$ cat config.mk
export PLATFORM = sky130hd
export DESIGN_NAME = memory_arbiter
export DESIGN_NICKNAME = d
export VERILOG_FILES = /design/src/rtl/MemArbiterDefs.v /design/src/rtl/memory_arbiter_pkg.sv /design/src/rtl/memory_arbiter_rr_pick2.sv /design/src/rtl/memory_arbiter.sv
export SDC_FILE = /design/constraint.sdc
export NUM_CORES = 1
export LEC_CHECK = 0
export ABC_AREA = 1
export BUFFER_PORTS_ARGS = -buffer_cell sky130_fd_sc_hd__buf_2
export CELL_PAD_IN_SITES_DETAIL_PLACEMENT = 0
export CELL_PAD_IN_SITES_GLOBAL_PLACEMENT = 1
export CORE_MARGIN = 4
export CORE_UTILIZATION = 33
export DETAILED_ROUTE_END_ITERATION = 7
export GPL_TIMING_DRIVEN = 0
export PLACE_DENSITY = 0.79
export SYNTH_ARGS = -nofsm -noshare
export SYNTH_HDL_FRONTEND = slang
export SYNTH_SLANG_ARGS = --single-unit
$ cat constraint.sdc
create_clock -name i_CLOCK -period 2.2 [get_ports i_CLOCK]
set_clock_uncertainty 0.2 [all_clocks]
set_input_delay 0.22 -clock i_CLOCK [delete_from_list [all_inputs] [get_ports i_CLOCK]]
set_output_delay 0.22 -clock i_CLOCK [all_outputs]
set_load 0.01 [all_outputs]
$ cat src/rtl/MemArbiterDefs.v
// ==========================================================================
// MemArbiterDefs: state and owner encodings for memory_arbiter  (rev 1.0)
// ==========================================================================
`ifndef MEM_ARBITER_DEFS_V
`define MEM_ARBITER_DEFS_V
`define MA_ST_IDLE    2'd0
`define MA_ST_ACCESS  2'd1
`define MA_ST_CAPTURE 2'd2
`define MA_ST_ACK     2'd3
`define MA_OWNER_CPU  1'b0
`define MA_OWNER_LDR  1'b1
`endif

$ cat src/rtl/memory_arbiter_pkg.sv
// ==========================================================================
// memory_arbiter_pkg: shared types for the RAM arbiter  (rev 1.0)
// ==========================================================================
`default_nettype none
package memory_arbiter_pkg;
  // Values mirror MemArbiterDefs.v.
  typedef enum logic [1:0] {
    ST_IDLE    = 2'd0,
    ST_ACCESS  = 2'd1,
    ST_CAPTURE = 2'd2,
    ST_ACK     = 2'd3
  } state_t;

  localparam logic OWNER_CPU = 1'b0;
  localparam logic OWNER_LDR = 1'b1;
endpackage
`default_nettype wire

$ cat src/rtl/memory_arbiter_rr_pick2.sv
// ==========================================================================
// rr_pick2: two-way round-robin winner select with port-1 lock  (rev 1.0)
// ==========================================================================
`default_nettype none
module rr_pick2 (
  input  logic req0,
  input  logic req1,
  input  logic last_owner,
  input  logic lock,
  output logic winner,
  output logic valid
);
  always_comb begin
    valid  = req0 | req1;
    winner = 1'b0;
    if (req0 && req1) begin
      // Lock only keeps port 1 once it already holds the bus.
      winner = last_owner ? lock : 1'b1;
    end else begin
      winner = req1;
    end
  end
endmodule
`default_nettype wire

$ cat src/rtl/memory_arbiter.sv
// ==========================================================================
// memory_arbiter: CPU/loader arbiter for the single-port RAM  (rev 1.0)
// ==========================================================================
`default_nettype none
module memory_arbiter
  import memory_arbiter_pkg::*;
#(
  parameter int DATA_WIDTH = 8,
  parameter int ADDR_WIDTH = 4
) (
  input  logic                  i_CLOCK,
  input  logic                  i_RESET_n,
  input  logic                  i_CPU_REQ,
  input  logic                  i_CPU_WE,
  input  logic [ADDR_WIDTH-1:0] i_CPU_ADDR,
  input  logic [DATA_WIDTH-1:0] i_CPU_WDATA,
  output logic                  o_CPU_ACK,
  input  logic                  i_LDR_REQ,
  input  logic                  i_LDR_WE,
  input  logic [ADDR_WIDTH-1:0] i_LDR_ADDR,
  input  logic [DATA_WIDTH-1:0] i_LDR_WDATA,
  input  logic                  i_LDR_LOCK,
  output logic                  o_LDR_ACK,
  output logic [DATA_WIDTH-1:0] o_RDATA,
  output logic                  o_RAM_CE,
  output logic                  o_RAM_WE,
  output logic [ADDR_WIDTH-1:0] o_RAM_ADDR,
  output logic [DATA_WIDTH-1:0] o_RAM_WDATA,
  input  logic [DATA_WIDTH-1:0] i_RAM_RDATA,
  output logic                  o_BUSY,
  output logic                  o_OWNER
);
  state_t state;
  logic   acc_we;
  logic   pick_winner;
  logic   pick_valid;

  rr_pick2 u_pick (
    .req0       (i_CPU_REQ),
    .req1       (i_LDR_REQ),
    .last_owner (o_OWNER),
    .lock       (i_LDR_LOCK),
    .winner     (pick_winner),
    .valid      (pick_valid)
  );

  always_ff @(posedge i_CLOCK or negedge i_RESET_n) begin
    if (!i_RESET_n) begin
      state       <= ST_IDLE;
      acc_we      <= 1'b0;
      o_CPU_ACK   <= 1'b0;
      o_LDR_ACK   <= 1'b0;
      o_RDATA     <= '0;
      o_RAM_CE    <= 1'b0;
      o_RAM_WE    <= 1'b0;
      o_RAM_ADDR  <= '0;
      o_RAM_WDATA <= '0;
      o_BUSY      <= 1'b0;
      o_OWNER     <= OWNER_LDR;
    end else begin
      case (state)
        ST_IDLE: begin
          if (pick_valid) begin
            o_OWNER  <= pick_winner;
            o_RAM_CE <= 1'b1;
            o_BUSY   <= 1'b1;
            state    <= ST_ACCESS;
            if (pick_winner == OWNER_LDR) begin
              o_RAM_WE    <= i_LDR_WE;
              acc_we      <= i_LDR_WE;
              o_RAM_ADDR  <= i_LDR_ADDR;
              o_RAM_WDATA <= i_LDR_WDATA;
            end else begin
              o_RAM_WE    <= i_CPU_WE;
              acc_we      <= i_CPU_WE;
              o_RAM_ADDR  <= i_CPU_ADDR;
              o_RAM_WDATA <= i_CPU_WDATA;
            end
          end
        end
        ST_ACCESS: begin
          o_RAM_CE <= 1'b0;
          o_RAM_WE <= 1'b0;
          state    <= ST_CAPTURE;
        end
        ST_CAPTURE: begin
          // RAM output is valid now; writes keep the previous read data.
          if (!acc_we) o_RDATA <= i_RAM_RDATA;
          o_CPU_ACK <= (o_OWNER == OWNER_CPU);
          o_LDR_ACK <= (o_OWNER == OWNER_LDR);
          state     <= ST_ACK;
        end
        ST_ACK: begin
          o_CPU_ACK <= 1'b0;
          o_LDR_ACK <= 1'b0;
          o_BUSY    <= 1'b0;
          state     <= ST_IDLE;
        end
        default: begin
          o_RAM_CE  <= 1'b0;
          o_RAM_WE  <= 1'b0;
          o_CPU_ACK <= 1'b0;
          o_LDR_ACK <= 1'b0;
          o_BUSY    <= 1'b0;
          state     <= ST_IDLE;
        end
      endcase
    end
  end
endmodule
`default_nettype wire

==> parameters.txt <==
Parameter                              Value

Flow run
  Max-Cap Viols    0

Cells and area
  Most frequent cells in the layout    65 x sky130_fd_sc_hd__buf_2, 43 x sky130_fd_sc_hd__nand2_1, 28 x sky130_fd_sc_hd__dfrtp_1
  Final instance count without filler cells    around 300
  Share of cells above drive strength 1    0.3868
  Antenna cell count    0
  Finished Cell Area    between 1500 and 2000 um^2
  Synthesis-to-layout area growth    41.42%
  Fin nets    286
  Commonest non-fill, non-tap cell in the layout    sky130_fd_sc_hd__buf_2

STA
  Share of the cycle needed by the critical path after routing    0.8088
  Final setup violation count    0
  Slew Limit Headroom    0.5633
  Setup repair after global routing missed its margin    false
  TNS Setup    0 ps
  Pin slew with the least headroom to its limit    655.0 ps
  Max-slew violation count    0
  Max Freq    0.5620 GHz
  Minimum period implied by the final worst setup slack    1779 ps
  Final Worst Setup Slack    roughly 420 ps
  Fin. Hold Viols    0

CTS
  Clock buffer count from CTS    5
  Worst-case clock buffer depth    2
  Clock tree from TritonCTS    done
  Resized cells post-CTS    0
  Clock latency on the worst-skew pair    between 200 and 300 ps
  Depth of the CTS H-tree    2
  Root buffer cell    sky130_fd_sc_hd__clkbuf_8
  Clk slew on worst S/H paths    60 ps
  Clock tree sinks    29

Synth
  Mapped Avg Cell Area    8.892 um^2
  Dominant combinational cell family by area after synthesis    simple AND/OR/NAND/NOR gates
  Post-synthesis register bit count    29
  Post-synthesis simple-gate area fraction    0.1761
  Mux cell area share after synthesis    0.06372
  Area leader, netlist    sky130_fd_sc_hd__dfrtp_1
  Synthesized cell area    1414 um^2
  Fraction of the mapped netlist area in adder cells    0.04425
  Post-synthesis compound-gate area fraction    0.1053
  Syn_nets    203
  Share of the yosys chip area belonging to registers    0.5142
  Number of warnings printed during yosys synthesis    0
  Area fraction of the dominant cell type after synthesis    0.4956
  Cells after Synth    roughly 160
  Distinct cell type count of the synthesized netlist    23
  Ranking of synthesized cells by area    sky130_fd_sc_hd__dfrtp_1 50%, sky130_fd_sc_hd__nand2_1 11%, sky130_fd_sc_hd__inv_1 6.6%
  Share of the synthesized netlist area taken by xor and xnor gates    0

Drt
  Aggregate routed wire length    3477 um
  Iteration-0 DRC Markers    38
  Number of nets still failing antenna checks after routing    0
  Wire per inst    around 12 um
  DR pass1 iterations    4
  Number of vias in the routed layout    1251
  DRC Markers    0
  Via count normalized by instance count    4.270

Setup path
  Kind of cell adding the most delay to the critical path    buffers and inverters
  Critical-path cell with the highest stage delay    sky130_fd_sc_hd__dfrtp_1
  Maximum fanout count along the critical path    10
  Delay of the slowest cell on the worst path    just over 400 ps
  Required time at the endpoint of the critical path    about 2200 ps
  Setup Crit Path Kind    flip-flop to flip-flop
  Critical Path, Cell by Cell    inv_1 -> ha_1 -> inv_1 -> a21oi_4 -> inv_2 -> buf_6 -> nand2_1 -> o21ai_2
  Worst setup EP type    flip-flop
  Type of origin of the critical path    flip-flop
  Arrival time reported for the critical path endpoint    roughly 1700 ps
  Worst path bufs/invs    4
  Cell mode on critical path    sky130_fd_sc_hd__inv_1

Place
  Placed Cells incl. Taps    273
  Port Buffer Count    64
  Minimum setup slack after placement    418.4 ps
  Dpl hpwl    2549 um
  Routability congestion estimate    0.8067
  Cell area after placement    1797 um^2

Floorplan
  Horizontal extent of the die    73.46 um
  Die area    5396 um^2
  Total number of placement rows    23
  Initial core utilization    0.3484
  DIE HEIGHT    73.46 um
  # IOs    65
  CORE AREA    4058 um^2

Pwr
  Overall power consumption    2.500 mW
  Cell leakage power    around 1.1 nW
  Power density cells    approximately 1300 nW/um^2
  Max VDD drop    0.0004865 V

Status
  Run status    finished, final reports clean

Global route
  Overall routing resource usage    0.1384
  Antenna violations before repair    0
  Vias in the first global route    1247
  Wire length of the first global-routing pass    5685 um
  Overall overflow remaining after global route    0
  Largest net degree at the start of global routing    30

Hold path
  Worst min path class    input port to flip-flop
## final cells by class
type	instances	area, um^2
clock inverter	2	10.01
clock buffer	6	72.57
multi-input combinational	99	550.5
timing repair buffer	76	440.4
buffer	4	35.03
inverter	27	101.3
fill	419	2058
sequential	29	726.9
tap	50	62.56
## report_power, final
group	internal (mW)	switching (mW)	total (mW)
clock	0.219	0.197	0.415
sequential	0.814	0.138	0.952
combinational	0.517	0.616	1.13
## tightest hold or removal path, stage by stage
cell,delay (ps)
sky130_fd_sc_hd__buf_2,80
sky130_fd_sc_hd__nor2_1,30
sky130_fd_sc_hd__o21ai_1,110
## cells by family (layout without fill, tap and decap cells)
family          count (synthesis)  count (layout)
compound gates                 23              23
mux                             8               8
buf+inv                        31             115
flops                          29              29
simple gates                   63              63
fa+ha+maj                       5               5
## metrics by stage
stage                     hold WS [ps]    util
after floorplan                 -275.6       -
after global placement           97.71  0.4428
after detailed placement         101.6  0.4428
after CTS                       0.9900  0.4928
after global routing             16.02  0.4928
final                            4.046  0.4928
## worst paths after layout
path                                 from              to  slack (ps)  cells past startpoint
setup / recovery                 state[0]   o_RAM_ADDR[2]         420                      8
hold / removal             i_LDR_WDATA[3]  o_RAM_WDATA[3]           4                      3
setup reg to reg                 state[0]   o_RAM_ADDR[2]         420                      8
hold reg to reg            o_RAM_WDATA[6]  o_RAM_WDATA[6]         280                      2
max in group asynchronous       i_RESET_n   o_RAM_ADDR[2]        1060                      2
min in group asynchronous       i_RESET_n      o_RDATA[6]         310                      2
## sequential cells by signal (all words and copies together) (netlist names)
register and count:
acc_we 1, o_BUSY 1, o_CPU_ACK 1, o_LDR_ACK 1, o_OWNER 1, o_RAM_ADDR 4
o_RAM_CE 1, o_RAM_WDATA 8, o_RAM_WE 1, o_RDATA 8, state 2
## routing by layer
metal | vias up | track usage | share of wire
li1 | 656 | - | -
met1 | 552 | 0.1798 | 0.45
met2 | 38 | 0.2175 | 0.47
met3 | 5 | 0.04241 | 0.071
met4 | 0 | 0.04829 | 0.011
met5 | - | 0 | 0
## repair_timing
| action | CTS | global route |
|---|---|---|
| hold endpoints to repair | 39 | 0 |
| hold buffers | 12 | 0 |
| setup buffers | 0 | 0 |
## Yosys cell counts (all sizes together)
library cell  number
dfrtp             28
or2                1
inv               27
buf                4
o22ai              1
o211ai             1
ha                 5
nand2             44
dfstp              1
nor2              13
mux2               8
o21ai             19
nand3              3
nor3               1
nand4              1
a21oi              2
No activity file was read; power rests on OpenSTA's default activity.
